[src/rtl/mips_cpu_lsu_pkg.sv]
`default_nettype none
// +--------------------------------------------------------------------+
// | mips_cpu_definitions                                               |
// | Shared types for the MIPS core load/store unit.                    |
// | Rev 1.0                                                            |
// +--------------------------------------------------------------------+
package mips_cpu_definitions;

    typedef enum logic [3:0] {
        OP_LB, OP_LBU, OP_LH, OP_LHU, OP_LW, OP_LWL, OP_LWR, OP_SB, OP_SH, OP_SW
    } mem_op_t;

    typedef enum logic [1:0] {
        ST_IDLE, ST_BUS, ST_DONE
    } lsu_state_t;

    typedef enum logic [1:0] {
        ERR_NONE, ERR_MISALIGNED, ERR_TIMEOUT
    } lsu_err_t;

    function automatic logic is_store(input mem_op_t op);
        return (op == OP_SB) || (op == OP_SH) || (op == OP_SW);
    endfunction

endpackage
`default_nettype wire

[src/rtl/mips_cpu_lsu_if.sv]
`default_nettype none
// +--------------------------------------------------------------------+
// | mips_cpu_lsu_if                                                    |
// | Avalon-MM master/slave bundle used by the load/store unit.         |
// | Rev 1.0                                                            |
// +--------------------------------------------------------------------+
interface mips_cpu_lsu_if #(
    parameter int BUS_WIDTH  = 32,
    parameter int ADDR_WIDTH = 32
);
    logic [ADDR_WIDTH-1:0]  address;
    logic                   read;
    logic                   write;
    logic                   waitrequest;
    logic [BUS_WIDTH-1:0]   writedata;
    logic [BUS_WIDTH/8-1:0] byteenable;
    logic [BUS_WIDTH-1:0]   readdata;

    modport master (
        output address, read, write, writedata, byteenable,
        input  waitrequest, readdata
    );

    modport slave (
        input  address, read, write, writedata, byteenable,
        output waitrequest, readdata
    );
endinterface
`default_nettype wire

[src/rtl/mips_cpu_lsu_align.sv]
`default_nettype none
// +--------------------------------------------------------------------+
// | mips_cpu_lsu_align                                                 |
// | Lane decode: byteenable, store placement, load extend/merge.       |
// | Rev 1.0                                                            |
// +--------------------------------------------------------------------+
module mips_cpu_lsu_align
    import mips_cpu_definitions::*;
#(
    parameter int BUS_WIDTH = 32
) (
    input  mem_op_t                            op,
    input  logic [$clog2(BUS_WIDTH/8)-1:0]     off,
    input  logic [31:0]                        wdata,
    input  logic [31:0]                        rt_old,
    input  logic [BUS_WIDTH-1:0]               readdata,
    output logic [BUS_WIDTH/8-1:0]             byteenable,
    output logic [BUS_WIDTH-1:0]               writedata,
    output logic [31:0]                        ldata,
    output logic                               misaligned
);
    localparam int LANES = BUS_WIDTH / 8;
    localparam int OFFS  = $clog2(LANES);

    logic [OFFS-1:0] w_wbase;
    logic [1:0]      w_o;
    logic [31:0]     w_m;
    logic [7:0]      w_byte;
    logic [15:0]     w_half;
    logic [4:0]      w_sl;
    logic [4:0]      w_sr;

    // Lane index of the first byte of the addressed 32-bit word
    generate
        if (OFFS > 2) begin : g_wide
            assign w_wbase = {off[OFFS-1:2], 2'b00};
        end else begin : g_narrow
            assign w_wbase = '0;
        end
    endgenerate

    assign w_o    = off[1:0];
    assign w_m    = readdata[{w_wbase, 3'b000} +: 32];
    assign w_byte = w_m[{w_o, 3'b000} +: 8];
    assign w_half = w_m[{w_o[1], 4'b0000} +: 16];
    assign w_sl   = {2'd3 - w_o, 3'b000};
    assign w_sr   = {w_o, 3'b000};

    always_comb begin
        byteenable = '0;
        writedata  = '0;
        ldata      = '0;
        misaligned = 1'b0;
        case (op)
            OP_LB, OP_LBU, OP_SB: byteenable = LANES'(1) << off;
            OP_LH, OP_LHU, OP_SH: begin
                byteenable = LANES'(3) << off;
                misaligned = off[0];
            end
            OP_LW, OP_SW: begin
                byteenable = LANES'(4'hF) << off;
                misaligned = (w_o != 2'd0);
            end
            OP_LWL:  byteenable = LANES'(4'((5'd2 << w_o) - 5'd1)) << w_wbase;
            OP_LWR:  byteenable = LANES'(4'(4'hF << w_o)) << w_wbase;
            default: byteenable = '0;
        endcase
        case (op)
            OP_SB:   writedata = BUS_WIDTH'(wdata[7:0])  << {off, 3'b000};
            OP_SH:   writedata = BUS_WIDTH'(wdata[15:0]) << {off, 3'b000};
            OP_SW:   writedata = BUS_WIDTH'(wdata)       << {off, 3'b000};
            default: writedata = '0;
        endcase
        case (op)
            OP_LB:   ldata = {{24{w_byte[7]}}, w_byte};
            OP_LBU:  ldata = {24'd0, w_byte};
            OP_LH:   ldata = {{16{w_half[15]}}, w_half};
            OP_LHU:  ldata = {16'd0, w_half};
            OP_LW:   ldata = w_m;
            // Unaligned merges keep the rt bytes not covered by memory
            OP_LWL:  ldata = (w_m << w_sl) | (rt_old & ~(32'hFFFF_FFFF << w_sl));
            OP_LWR:  ldata = (w_m >> w_sr) | (rt_old & ~(32'hFFFF_FFFF >> w_sr));
            default: ldata = '0;
        endcase
    end
endmodule
`default_nettype wire

[src/rtl/mips_cpu_lsu.sv]
`default_nettype none
// +--------------------------------------------------------------------+
// | mips_cpu_lsu                                                       |
// | Load/store unit: Avalon-MM master of the multicycle MIPS core.     |
// | Rev 1.0                                                            |
// +--------------------------------------------------------------------+
module mips_cpu_lsu
    import mips_cpu_definitions::*;
#(
    parameter int BUS_WIDTH  = 32,
    parameter int ADDR_WIDTH = 32,
    parameter int MAX_WAIT   = 0
) (
    input  logic                  clk,
    input  logic                  reset,
    input  logic                  req_valid,
    output logic                  req_ready,
    input  mem_op_t               req_op,
    input  logic [ADDR_WIDTH-1:0] req_addr,
    input  logic [31:0]           req_wdata,
    input  logic [31:0]           req_rt_old,
    output logic                  resp_valid,
    output logic [31:0]           resp_rdata,
    output lsu_err_t              resp_err,
    mips_cpu_lsu_if.master        bus
);
    localparam int LANES = BUS_WIDTH / 8;
    localparam int OFFS  = $clog2(LANES);
    localparam int CW    = (MAX_WAIT > 0) ? $clog2(MAX_WAIT + 1) : 1;

    lsu_state_t             r_state, w_state_next;
    mem_op_t                r_op, w_op_sel;
    logic [OFFS-1:0]        r_off, w_off_sel;
    logic [31:0]            r_rt_old;
    logic [CW-1:0]          r_wait_cnt;
    logic [ADDR_WIDTH-1:0]  r_address;
    logic                   r_read, r_write;
    logic [BUS_WIDTH-1:0]   r_writedata;
    logic [LANES-1:0]       r_byteenable;
    logic [31:0]            r_resp_rdata;
    lsu_err_t               r_resp_err;
    logic                   w_accept, w_bus_done, w_timeout, w_misaligned;
    logic [LANES-1:0]       w_be;
    logic [BUS_WIDTH-1:0]   w_wdata;
    logic [31:0]            w_ldata;

    // Decode the incoming request while idle, the held op afterwards
    assign w_op_sel  = (r_state == ST_IDLE) ? req_op : r_op;
    assign w_off_sel = (r_state == ST_IDLE) ? req_addr[OFFS-1:0] : r_off;

    mips_cpu_lsu_align #(.BUS_WIDTH(BUS_WIDTH)) u_align (
        .op         (w_op_sel),
        .off        (w_off_sel),
        .wdata      (req_wdata),
        .rt_old     (r_rt_old),
        .readdata   (bus.readdata),
        .byteenable (w_be),
        .writedata  (w_wdata),
        .ldata      (w_ldata),
        .misaligned (w_misaligned)
    );

    always_ff @(posedge clk or negedge reset) begin
        if (!reset) r_state <= ST_IDLE;
        else        r_state <= w_state_next;
    end

    always_comb begin
        w_state_next = r_state;
        w_accept     = 1'b0;
        w_bus_done   = 1'b0;
        w_timeout    = 1'b0;
        case (r_state)
            ST_IDLE: if (req_valid) begin
                w_accept     = 1'b1;
                w_state_next = w_misaligned ? ST_DONE : ST_BUS;
            end
            ST_BUS: if (!bus.waitrequest) begin
                w_bus_done   = 1'b1;
                w_state_next = ST_DONE;
            end else if ((MAX_WAIT != 0) && (r_wait_cnt == CW'(MAX_WAIT))) begin
                w_timeout    = 1'b1;
                w_state_next = ST_DONE;
            end
            ST_DONE: w_state_next = ST_IDLE;
            default: w_state_next = ST_IDLE;
        endcase
    end

    always_ff @(posedge clk or negedge reset) begin
        if (!reset) begin
            r_op         <= OP_LB;
            r_off        <= '0;
            r_rt_old     <= '0;
            r_wait_cnt   <= '0;
            r_address    <= '0;
            r_read       <= 1'b0;
            r_write      <= 1'b0;
            r_writedata  <= '0;
            r_byteenable <= '0;
            r_resp_rdata <= '0;
            r_resp_err   <= ERR_NONE;
        end else begin
            if (w_accept) begin
                r_op       <= req_op;
                r_off      <= req_addr[OFFS-1:0];
                r_rt_old   <= req_rt_old;
                r_wait_cnt <= '0;
                if (w_misaligned) begin
                    r_resp_rdata <= '0;
                    r_resp_err   <= ERR_MISALIGNED;
                end else begin
                    r_address    <= {req_addr[ADDR_WIDTH-1:OFFS], {OFFS{1'b0}}};
                    r_read       <= !is_store(req_op);
                    r_write      <= is_store(req_op);
                    r_byteenable <= w_be;
                    r_writedata  <= w_wdata;
                end
            end
            if (r_state == ST_BUS) begin
                if (w_bus_done) begin
                    r_read       <= 1'b0;
                    r_write      <= 1'b0;
                    r_resp_rdata <= is_store(r_op) ? 32'd0 : w_ldata;
                    r_resp_err   <= ERR_NONE;
                end else if (w_timeout) begin
                    r_read       <= 1'b0;
                    r_write      <= 1'b0;
                    r_resp_rdata <= '0;
                    r_resp_err   <= ERR_TIMEOUT;
                end else begin
                    r_wait_cnt <= r_wait_cnt + 1'b1;
                end
            end
        end
    end

    assign req_ready      = (r_state == ST_IDLE);
    assign resp_valid     = (r_state == ST_DONE);
    assign resp_rdata     = r_resp_rdata;
    assign resp_err       = r_resp_err;
    assign bus.address    = r_address;
    assign bus.read       = r_read;
    assign bus.write      = r_write;
    assign bus.writedata  = r_writedata;
    assign bus.byteenable = r_byteenable;
endmodule
`default_nettype wire

[src/flat_wrapper.sv]
// flat-port wrapper written by rule: the top's interface ports become plain ports
module mips_cpu_lsu_flat import mips_cpu_definitions::*;
#(
    parameter int BUS_WIDTH  = 32,
    parameter int ADDR_WIDTH = 32,
    parameter int MAX_WAIT   = 0
)
  (clk, reset, req_valid, req_ready, req_op, req_addr, req_wdata, req_rt_old, resp_valid, resp_rdata, resp_err, bus_address, bus_read, bus_write, bus_writedata, bus_byteenable, bus_waitrequest, bus_readdata);
  mips_cpu_lsu_if #(.BUS_WIDTH(BUS_WIDTH), .ADDR_WIDTH(ADDR_WIDTH)) bus_i ();
  input  logic clk;
  input  logic reset;
  input  logic req_valid;
  output logic req_ready;
  input  mem_op_t req_op;
  input  logic [ADDR_WIDTH-1:0] req_addr;
  input  logic [31:0] req_wdata;
  input  logic [31:0] req_rt_old;
  output logic resp_valid;
  output logic [31:0] resp_rdata;
  output lsu_err_t resp_err;
  output wire logic [$bits(bus_i.address)-1:0] bus_address;
  output wire logic [$bits(bus_i.read)-1:0] bus_read;
  output wire logic [$bits(bus_i.write)-1:0] bus_write;
  output wire logic [$bits(bus_i.writedata)-1:0] bus_writedata;
  output wire logic [$bits(bus_i.byteenable)-1:0] bus_byteenable;
  input wire logic [$bits(bus_i.waitrequest)-1:0] bus_waitrequest;
  input wire logic [$bits(bus_i.readdata)-1:0] bus_readdata;
  assign bus_address = bus_i.address;
  assign bus_read = bus_i.read;
  assign bus_write = bus_i.write;
  assign bus_writedata = bus_i.writedata;
  assign bus_byteenable = bus_i.byteenable;
  assign bus_i.waitrequest = bus_waitrequest;
  assign bus_i.readdata = bus_readdata;
  mips_cpu_lsu #(.BUS_WIDTH(BUS_WIDTH), .ADDR_WIDTH(ADDR_WIDTH), .MAX_WAIT(MAX_WAIT)) u_core (.clk(clk), .reset(reset), .req_valid(req_valid), .req_ready(req_ready), .req_op(req_op), .req_addr(req_addr), .req_wdata(req_wdata), .req_rt_old(req_rt_old), .resp_valid(resp_valid), .resp_rdata(resp_rdata), .resp_err(resp_err), .bus(bus_i));
endmodule
[config.mk]
export PLATFORM = sky130hd
export DESIGN_NAME = mips_cpu_lsu_flat
export DESIGN_NICKNAME = d
export VERILOG_FILES = /design/src/rtl/mips_cpu_lsu_pkg.sv /design/src/rtl/mips_cpu_lsu_if.sv /design/src/rtl/mips_cpu_lsu_align.sv /design/src/rtl/mips_cpu_lsu.sv /design/src/flat_wrapper.sv
export SDC_FILE = /design/constraint.sdc
export NUM_CORES = 1
export LEC_CHECK = 0
export ABC_AREA = 1
export CAP_MARGIN = 20
export CORE_UTILIZATION = 40
export CTS_BUF_LIST = sky130_fd_sc_hd__clkbuf_4 sky130_fd_sc_hd__clkbuf_8
export CTS_CLUSTER_DIAMETER = 100
export DETAILED_ROUTE_END_ITERATION = 6
export GPL_TIMING_DRIVEN = 0
export PLACE_DENSITY = 0.65
export SYNTH_ARGS = -nofsm -noshare
export SYNTH_HDL_FRONTEND = slang
export SYNTH_SLANG_ARGS = --single-unit
[constraint.sdc]
create_clock -name clk -period 3.05 [get_ports clk]
set_clock_uncertainty 0.2 [all_clocks]
set_input_delay 0.61 -clock clk [delete_from_list [all_inputs] [get_ports clk]]
set_output_delay 0.61 -clock clk [all_outputs]
set_load 0.03 [all_outputs]
==> summary.txt, run 1 <==
vias in the first global route - 9,183
placed instance area - 0.01147 mm²
Hold Vio Cnt, Final - 0
total grt overflow - 0
most common cell after layout, fill and taps aside - nand2_1
Gate Count Post-Synth - 1,318
compound-cell area share of the yosys netlist - 0.09563
Hold/Removal Path Class - reg -> reg
DIE HEIGHT - 149.5 µm
RSZ-0062 raised after global routing - false
Reg clk slew, reported paths - 90 ps
final std cells w/o fill - 1,867
post-CTS setup buffer count - 0
CP dominant cell by count - nand2_1
largest cells by area after synthesis - dfrtp_1 (41%), nand2_1 (26%), nand3_1 (8.6%)
PortBufs - 239
mux contribution to synthesized area - 0
synthesis-to-finish area growth - 36.77%
Post-Synth XOR/XNOR Area - 0
startpoint class of the critical path - input pin
DRT antenna net count - 0
Final WS setup - 171.0 ps
routed via count - 9,768
CP Cell Sequence - clkdlybuf4s50_1 > nor3_1 > clkinv_1 > a21oi_2 > buf_2 > nand2_1 > nand2_1
Synth area leader - dfrtp_1
YS warnings - 0
CTS tree - done
Core Region - 0.02115 mm²
critical path type - in -> reg
Fin Hold WS - 283.5 ps
clock root buffer master - clkbuf_8
DIE WIDTH - 149.5 µm
CTS Buf Count - 17
Adder-Cell Fraction of Synth Area - 0
power density cells - 1142 mW/mm²
worst slack, placed - -260.0 ps
global-route wire length before repair - 52,340 µm
drc violations - 0
max_slew headroom - 0.2988
Tcrit/Tclk final - 0.9439
Finished Cell Area - 0.01190 mm²
outcome - finished, final reports clean
Total Nets Final - 1,715
# IOs - 242
placed insts - 1,834
CTS sink count - 142
hpwl dp - 26,290 µm
DIE AREA - 0.02235 mm²
crit path DAT - 3080 ps
DRT Pass-1 Iters - 5
vias per cell - 5.232
Final Critical Period - 2879 ps
Total GRT Usage - 0.3160
initial antenna violation count - 0
fmax - 0.3473 GHz
Pleak - 0.005963 µW
post-synthesis sequential area ratio - 0.4084
Crit Path Max Fanout - 10
CTS max path bufs - 2
synthesized area - 0.008701 mm²
CP endpoint kind - flop
Starting Density - 0.4113
largest net degree at the start of global routing - 92
Worst-Margin Slew - 1045 ps
Final setup viols - 0
Wirelength per Cell - 18.69 µm
Iter 0 DRT Violations - 757
Setup crit start - bus_waitrequest
CTS hold repair buffers - 1
final wirelength - 34,890 µm
Distinct cells, synth - 33
layout cells sized above 1 - 0.07538
ANT cells - 0
reg-to-reg startpoint - u_core.r_state[0]$_DFFE_PN0P_
Max VDD drop - 0.4814 mV
clk_lat worst skew - 470 ps
Yosys top cell area share - 0.4084
CP max stage delay - 670 ps
Max stage delay cell, worst path - nor3_1
H-tree depth - 4
largest family of logic cells by synthesized area - simple AND/OR/NAND/NOR gates
fin. max-slew vios - 0
most frequent cells in the layout - nand2_1 (594), clkdlybuf4s50_1 (238), nand3_1 (150)
FF+latch count, synth - 142
RePlAce Congestion - 1.037
hold wc startpoint - u_core.bus.address[2]$_DFFE_PN0P_
mean post-synth cell area - 6.602 µm²
num rows - 53
Simple-Gate Fraction of Synth Area - 0.4124
Req. time, crit path - 3250 ps
post-cts sizing count - 0
max_cap viols - 0
-- sequential cells by signal, summed over array words and instances (netlist names) --
signal and flops:
u_core.bus.address 30, u_core.bus.byteenable 4, u_core.bus.read 1, u_core.bus.write 1, u_core.bus.writedata 32, u_core.r_off 2, u_core.r_op 4, u_core.r_rt_old 32
u_core.r_state 2, u_core.resp_err 2, u_core.resp_rdata 32
-- layout make-up --
class                           count  area (µm²)
Timing Repair Buffer              241        2431
Clock buffer                       18       247.7
Inverter                           83       314.1
Sequential cell                   142        3553
Tap cell                          275       344.1
Fill cell                        2130        9254
Multi-Input combinational cell   1020        4428
Buffer                             74       409.1
Clock inverter                     14       172.7
-- Yosys cell counts --
master and count:
nor2_8 1, inv_1 75, buf_4 11, a21boi_1 7, clkbuf_1 21, nand2_2 11, nand2_1 594, o21ai_1 25
nand2_4 1, or2_2 1, nor2_1 83, a21oi_4 1, o211ai_1 9, conb_1 1, nand4_1 11, nor3_1 1
inv_2 6, a21oi_2 1, nand3_4 1, o21ai_2 4, a21oi_1 16, clkbuf_2 2, clkinv_1 1, o21ai_0 88
buf_2 34, nand3b_1 7, dfrtp_1 142, inv_4 1, nand3_1 150, buf_6 6, o22ai_1 1, nor2_2 2
nor2_4 3
-- worst paths after layout --
check / cells past startpoint / slack, ps / end
setup / recovery: 7 / 170 / u_core.resp_rdata[23]$_DFF_PN0_
hold / removal: 2 / 280 / u_core.bus.address[2]$_DFFE_PN0P_
setup reg to reg: 10 / 200 / u_core.bus.writedata[22]$_DFFE_PN0P_
hold reg to reg: 2 / 280 / u_core.bus.address[2]$_DFFE_PN0P_
max in group asynchronous: 3 / 1310 / u_core.bus.byteenable[0]$_DFFE_PN0P_
min in group asynchronous: 2 / 460 / u_core.bus.writedata[22]$_DFFE_PN0P_
-- power breakdown --
| part | leakage (µW) | total, µW | switching [µW] | internal [µW] |
|---|---|---|---|---|
| logic | 0.00390 | 8750 | 5920 | 2820 |
| registers | 0.00185 | 3190 | 502 | 2680 |
| clock network | 0.000217 | 1660 | 877 | 783 |
| total | 0.00596 | 13600 | 7300 | 6290 |
-- metal layers --
layer | part of all wire | wire length (µm) | up-vias | track usage
li1 | - | - | 4713 | -
met5 | 0 | 0 | - | 0
met2 | 0.45 | 15670 | 529 | 0.5037
met4 | 0.040 | 1394 | 0 | 0.1474
met1 | 0.41 | 14430 | 4458 | 0.4176
met3 | 0.098 | 3407 | 68 | 0.05183
-- cells by family after synthesis --
kind of cell           after synthesis
and+or+nand+nor                    866
buffers and inverters              157
AOI/OAI and AO/OA                  152
DFF                                142
other                                1
-- stage by stage --
step,setup TNS (ps),utilization,total power (µW)
final,0,0.5625,13590
after global routing,0,0.5625,14440
after CTS,0,0.5625,13490
after detailed placement,-7033,0.5422,11810
after global placement,-677530,0.5408,11780
after floorplan,0,-,8444
-- worst max-delay path, delay by kind of cell --
| kind | cells | cell delay (ps) |
|---|---|---|
| buffers and inverters | 3 | 1240 |
| AO/OA/AOI/OAI | 1 | 410 |
| AND/OR/NAND/NOR | 3 | 820 |
Note: power is estimated with default switching activity, not from simulation.
==> run 2: changes to the inputs <==
--- a/config.mk
+++ b/config.mk
@@ -5,14 +5,13 @@
 export SDC_FILE = /design/constraint.sdc
 export NUM_CORES = 1
 export LEC_CHECK = 0
-export ABC_AREA = 1
 export CAP_MARGIN = 20
 export CORE_UTILIZATION = 40
 export CTS_BUF_LIST = sky130_fd_sc_hd__clkbuf_4 sky130_fd_sc_hd__clkbuf_8
 export CTS_CLUSTER_DIAMETER = 100
 export DETAILED_ROUTE_END_ITERATION = 6
 export GPL_TIMING_DRIVEN = 0
-export PLACE_DENSITY = 0.65
+export PLACE_DENSITY = 0.66
 export SYNTH_ARGS = -nofsm -noshare
 export SYNTH_HDL_FRONTEND = slang
 export SYNTH_SLANG_ARGS = --single-unit
==> run 2 against run 1 <==
- clock power shrank 3%
- register-to-register slack lost 150 ps
- synthesized cell count down 35%
- final area shrank 4.1%
- combinational power is 7.7% lower
- critical path depth is the same
- final cell count fell by 25%
- global-route usage decreased by 2.3 points
- total power down 4.7%
==> summary.txt, run 2 <==
CP endpoint kind - flop
fmax - 0.3305 GHz (-4.9%)
fin. max-slew vios - 0 (unchanged)
total grt overflow - 0 (unchanged)
post-synthesis sequential area ratio - 0.4425 (+0.03411)
CTS max path bufs - 2 (unchanged)
initial antenna violation count - 0 (unchanged)
R2R setup slack - 50 ps (-150 ps)
largest net degree at the start of global routing - 95 (+3.3%)
YS warnings - 0 (unchanged)
ANT cells - 0 (unchanged)
clk_lat worst skew - 470 ps (about the same)
Core Region - 0.01959 mm² (-7.4%)
Setup crit start - req_op[1]
Layout Utilization - 0.5824 (+0.01987)
reg2reg end - u_core.resp_rdata[4]$_DFF_PN0_
final wirelength - 29,790 µm (-15%)
routed via count - 7,940 (-19%)
max_cap viols - 0 (unchanged)
Crit Path Max Fanout - 8 (-2)
Final Critical Period - 3026 ps (+147.1 ps)
num rows - 51 (-3.8%)
Finished Cell Area - 0.01141 mm² (-4.1%)
Starting Density - 0.4099 (-0.001396)
Hold Vio Cnt, Final - 0 (unchanged)
synthesized area - 0.008030 mm² (-7.7%)
largest cells by area after synthesis - dfrtp_1 (44%), nand2_1 (9.8%), mux2_1 (6.9%)
DIE WIDTH - 143.7 µm (-3.9%)
synthesis-to-finish area growth - 42.08%
Async S/R FF share, synth - 1.000 (unchanged)
startpoint class of the critical path - input pin
CTS sink count - 142 (unchanged)
drc violations - 0 (unchanged)
Req. time, crit path - 3210 ps (-40 ps)
Total Nets Final - 1,263 (-26%)
Hold/Removal Path Class - reg -> reg
RSZ-0062 raised after global routing - false
top-count cell post-synth - nand2_1
mean post-synth cell area - 9.348 µm² (+42%)
Tcrit/Tclk final - 0.9921 (+0.04823)
Worst-Margin Slew - 941.4 ps (-103.4 ps)
critical path type - in -> reg
Max VDD drop - 0.5511 mV (+14%)
layout cells sized above 1 - 0.1044 (+0.02901)
Final setup viols - 0 (unchanged)
worst reg2reg path depth - 8 (-2)
vias in the first global route - 7,573 (-18%)
DRT Pass-1 Iters - 6 (+1)
PortBufs - 239 (unchanged)
Pleak - 0.004946 µW (-17%)
CTS Buf Count - 17 (unchanged)
Wirelength per Cell - 21.20 µm (+13%)
outcome - finished, final reports clean
most frequent cells after synthesis - nand2_1 (210), dfrtp_1 (142), mux2_1 (49)
Post-synth EDFFs - 0 (unchanged)
Synth Flop Type - dfrtp_1
Fin Hold WS - 290.0 ps (+6.436 ps)
most common cell after layout, fill and taps aside - clkdlybuf4s50_1
placed instance area - 0.01080 mm² (-5.9%)
Yosys top cell area share - 0.4425 (+0.03411)
Distinct cells, synth - 58 (+76%)
DIE AREA - 0.02065 mm² (-7.6%)
reg-to-reg startpoint - u_core.r_state[0]$_DFFE_PN0P_
Reg clk slew, reported paths - 90 ps (about the same)
power density cells - 1136 mW/mm² (-0.59%)
Total GRT Usage - 0.2928 (-0.02316)
Synth area leader - dfrtp_1
Min-Delay Path Depth - 1 (-1)
CTS tree - done
global-route wire length before repair - 44,600 µm (-15%)
Worst Hold Path EP - u_core.bus.address[12]$_DFFE_PN0P_
max_slew headroom - 0.3701 (+0.07128)
Iter 0 DRT Violations - 806 (+6.5%)
clock root buffer master - clkbuf_8
FF+latch count, synth - 142 (unchanged)
Gate Count Post-Synth - 859 (-35%)
vias per cell - 5.651 (+8.0%)
RePlAce Congestion - 0.9319 (-10%)
hpwl dp - 22,920 µm (-13%)
most frequent cells in the layout - clkdlybuf4s50_1 (237), nand2_1 (207), dfrtp_1 (141)
hold wc startpoint - u_core.bus.address[12]$_DFFE_PN0P_
DRT antenna net count - 0 (unchanged)
crit path DAT - 3180 ps (+100 ps)
placed insts - 1,367 (-25%)
final std cells w/o fill - 1,405 (-25%)
# IOs - 242 (unchanged)
DIE HEIGHT - 143.7 µm (-3.9%)
H-tree depth - 4 (unchanged)
[run 2: report_power, final]
part,total (µW),switching [µW],internal (µW)
Sequential,3270,586,2680
Clock,1610,842,766
Combinational,8080,4940,3140
[run 2: how the worst max path moves through the flow]
stage and to:
6_report u_core.resp_rdata[4]$_DFF_PN0_, 5_1_grt u_core.resp_rdata[23]$_DFF_PN0_, 4_1_cts u_core.resp_rdata[15]$_DFF_PN0_, 3_5_place_dp u_core.resp_rdata[7]$_DFF_PN0_, 3_3_place_gp u_core.r_op[3]$_DFFE_PN0P_, 2_1_floorplan u_core.bus.writedata[29]$_DFFE_PN0P_
[run 2: per-stage QoR]
stage,power (µW),setup TNS (ps),worst slack [ps]
detailed placement,11030,-41970,-735.6
global placement,10990,-702640,-4676
floorplan,8066,0,446.0
global route,13700,0,0.06417
CTS,12720,0,10.53
finish,12960,0,23.95
[run 2: area by class of cell]
cell class	count	area, µm²
fill	1729	8180
multi-input combinational	616	4098
timing repair buffer	249	2497
clock inverter	14	158.9
buffer	65	386.6
inverter	36	135.1
clock buffer	18	247.7
tap	265	331.6
sequential	142	3555
[run 2: routing by layer]
| metal | global-route usage | share of wire | up-vias |
|---|---|---|---|
| met3 | 0.08530 | 0.097 | 58 |
| met2 | 0.4594 | 0.46 | 435 |
| met4 | 0.09742 | 0.025 | 0 |
| li1 | - | - | 3647 |
| met1 | 0.3857 | 0.42 | 3800 |
| met5 | 0 | 0 | - |
[run 2: logic make-up (layout without fill, tap and decap cells)]
kind of cell | after synthesis | count (layout) | synth area share
compound gates | 226 | 226 | 0.2177
buf+inv | 102 | 382 | 0.06201
flops | 142 | 142 | 0.4425
mux | 87 | 87 | 0.1172
other cells | 1 | 2 | 0.0004670
simple gates | 301 | 301 | 0.1602
[run 2: timing repair]
| item | in CTS | in global routing |
|---|---|---|
| pin swaps | 0 | 4 |
| setup endpoints to repair | 51 | 80 |
| resized for setup | 15 | 27 |
| endpoints found under the hold margin | 48 | 0 |
| hold buffers | 1 | 0 |
| setup buffers | 0 | 6 |
[run 2: critical path, cell delays in order]
cell and delay (ps):
clkdlybuf4s50_1 590, or3b_1 410, nand2_1 180, nor2_1 80, nor2_1 720, o221ai_1 310, a22o_1 260
==> run 3: changes to the inputs <==
--- a/config.mk
+++ b/config.mk
@@ -6,12 +6,15 @@
 export NUM_CORES = 1
 export LEC_CHECK = 0
 export CAP_MARGIN = 20
+export CORE_MARGIN = 3
 export CORE_UTILIZATION = 40
 export CTS_BUF_LIST = sky130_fd_sc_hd__clkbuf_4 sky130_fd_sc_hd__clkbuf_8
 export CTS_CLUSTER_DIAMETER = 100
 export DETAILED_ROUTE_END_ITERATION = 6
 export GPL_TIMING_DRIVEN = 0
+export HOLD_SLACK_MARGIN = 0.06
 export PLACE_DENSITY = 0.66
+export SETUP_SLACK_MARGIN = 0.2
 export SYNTH_ARGS = -nofsm -noshare
 export SYNTH_HDL_FRONTEND = slang
 export SYNTH_SLANG_ARGS = --single-unit
==> run 3 against run 2 <==
- via count barely moved
- final area rose by 2.6%
- sequential share of layout area fell by 0.78 points
- utilization rose by 1.5 points
- combinational power rose by 4.2%
- total power rose by 2.6%
- die area rose by 5.6%
- final cell count rose by 0.43%
- global-route usage fell by 2.8 points
- sequential power barely moved
- critical endpoint is now u_core.resp_rdata[7]$_DFF_PN0_
- largest cell class unchanged
==> summary.txt, run 3 (same netlist as run 2, synthesis figures left out) <==
PortBufs - 239 (unchanged)
clock root buffer master - clkbuf_8
CP dominant cell by count - clkbuf_4
num rows - 51 (unchanged)
clk_lat worst skew - 460 ps (about the same)
max_cap viols - 0 (unchanged)
max_slew headroom - 0.5421 (+0.1720)
RSZ-0062 raised after global routing - true
Starting Density - 0.4099 (unchanged)
DIE HEIGHT - 147.7 µm (+2.8%)
Total Nets Final - 1,269 (+0.48%)
Iter 0 DRT Violations - 799 (-0.87%)
Final Critical Period - 2819 ps (-207.1 ps)
Reg clk slew, reported paths - 90 ps (about the same)
Total GRT Usage - 0.2649 (-0.02788)
Hold Vio Cnt, Final - 0 (unchanged)
Core Region - 0.01959 mm² (unchanged)
final wirelength - 29,590 µm (-0.65%)
most common cell after layout, fill and taps aside - clkdlybuf4s50_1
CTS max path bufs - 2 (unchanged)
layout cells sized above 1 - 0.1283 (+0.02389)
placed instance area - 0.01079 mm² (about the same)
synthesis-to-finish area growth - 45.71%
power density cells - 1136 mW/mm² (about the same)
Final WS setup - 231.1 ps (+207.1 ps)
routed via count - 7,938 (-0.025%)
crit path DAT - 3000 ps (-180 ps)
CTS sink count - 142 (unchanged)
DIE WIDTH - 147.7 µm (+2.8%)
DRT Pass-1 Iters - 7 (+1)
DRT antenna net count - 0 (unchanged)
most frequent cells in the layout - clkdlybuf4s50_1 (232), nand2_1 (205), dfrtp_1 (141)
Fin Hold WS - 232.5 ps (-57.45 ps)
H-tree depth - 4 (unchanged)
DIE AREA - 0.02181 mm² (+5.6%)
largest net degree at the start of global routing - 97 (+2.1%)
total grt overflow - 0 (unchanged)
global-route wire length before repair - 45,050 µm (+1.0%)
fin. max-slew vios - 0 (unchanged)
CP Cell Sequence - dlygate4sd2_1 > or3b_1 > and2_1 > clkbuf_4 > nor3_4 > clkbuf_4 > a22oi_1 > o221ai_1 > a22o_1
Final setup viols - 0 (unchanged)
RePlAce Congestion - 1.015 (+8.9%)
vias per cell - 5.626 (-0.45%)
fmax - 0.3547 GHz (+7.3%)
ANT cells - 0 (unchanged)
Finished Cell Area - 0.01170 mm² (+2.6%)
worst slack, placed - -646.3 ps (+89.30 ps)
outcome - finished, final reports clean
CP endpoint kind - flop
Tcrit/Tclk final - 0.9242 (-0.06791)
Hold/Removal Path Class - in -> reg
drc violations - 0 (unchanged)
Req. time, crit path - 3230 ps (+20 ps)
vias in the first global route - 7,746 (+2.3%)
# IOs - 242 (unchanged)
critical path type - in -> reg
CP max stage delay - 420 ps (-300 ps)
CTS Buf Count - 17 (unchanged)
startpoint class of the critical path - input pin
Pleak - 0.005094 µW (+3.0%)
hpwl dp - 22,750 µm (-0.74%)
Worst-Margin Slew - 684.3 ps (-257.1 ps)
Max stage delay cell, worst path - or3b_1
Wirelength per Cell - 20.97 µm (-1.1%)
CTS tree - done
initial antenna violation count - 0 (unchanged)
Crit Path Max Fanout - 10 (+2)
Max VDD drop - 0.5085 mV (-7.7%)
[run 3: cell types whose count changed in the layout (fill, tap and decap cells not counted), sizes merged]
cell / change
clkbuf: -1
clkdlybuf4s50: -5
buf: +8
inv: -3
bufinv: +1
dlygate4sd2: +2
clkinv: +2
dlymetal6s2s: +3
clkinvlp: -1
[run 3: timing repair]
item,CTS,global route
resized for setup,41,76
endpoints found under the hold margin,46,0
hold buffers,1,0
cloned,0,1
setup endpoints to repair,99,93
pin swaps,3,10
buffers inserted,2,10
[run 3: area by class of cell]
| cell class | instances | area (µm²) |
|---|---|---|
| clock buffer | 19 | 249.0 |
| multi-input combinational | 616 | 4224 |
| fill | 1758 | 7889 |
| sequential | 142 | 3555 |
| clock inverter | 13 | 163.9 |
| timing repair buffer | 254 | 2550 |
| inverter | 36 | 135.1 |
| tap | 265 | 331.6 |
| buffer | 66 | 493.0 |
[run 3: report_power, final]
part / total (µW) / internal [µW] / switching [µW]
Sequential: 3250 / 2680 / 569
Combinational: 8420 / 3420 / 5000
Clock: 1620 / 831 / 789
[run 3: routing by layer]
metal / GRT usage / part of all wire / vias up / wire, µm
li1: - / - / 3652 / -
met1: 0.3655 / 0.43 / 3803 / 12770
met2: 0.4111 / 0.45 / 435 / 13460
met3: 0.06346 / 0.090 / 48 / 2676
met4: 0.09087 / 0.023 / 0 / 679
met5: 0 / 0 / - / 0
[run 3: worst paths after layout]
kind                                               startpoint                                    to  slack (ps)  cells after the start
setup / recovery                                    req_op[1]        u_core.resp_rdata[7]$_DFF_PN0_         230                      9
hold / removal                                    req_addr[1]           u_core.r_off[1]$_DFFE_PN0P_         230                      3
setup reg to reg                u_core.r_state[0]$_DFFE_PN0P_        u_core.resp_rdata[7]$_DFF_PN0_         250                      8
hold reg to reg            u_core.bus.address[20]$_DFFE_PN0P_    u_core.bus.address[20]$_DFFE_PN0P_         290                      1
max in group asynchronous                               reset  u_core.bus.writedata[13]$_DFFE_PN0P_        1350                      3
min in group asynchronous                               reset    u_core.bus.address[28]$_DFFE_PN0P_         460                      2
[run 3: critical path: cells and delay by family]
family | cells | cell delay, ps
AND/OR/NAND/NOR | 3 | 950
buffers and inverters | 3 | 890
AO/OA/AOI/OAI | 3 | 530
[run 3: per-stage QoR]
stage / total power [µW] / setup TNS [ps] / cells / utilization
2_1_floorplan: 8066 / 0 / 860 / -
3_3_place_gp: 10840 / -694410 / 1364 / 0.5491
3_5_place_dp: 10920 / -40740 / 1365 / 0.5506
4_1_cts: 12770 / 0 / 1400 / 0.5806
5_1_grt: 14070 / 0 / 1411 / 0.5973
6_report: 13290 / 0 / 1411 / 0.5973
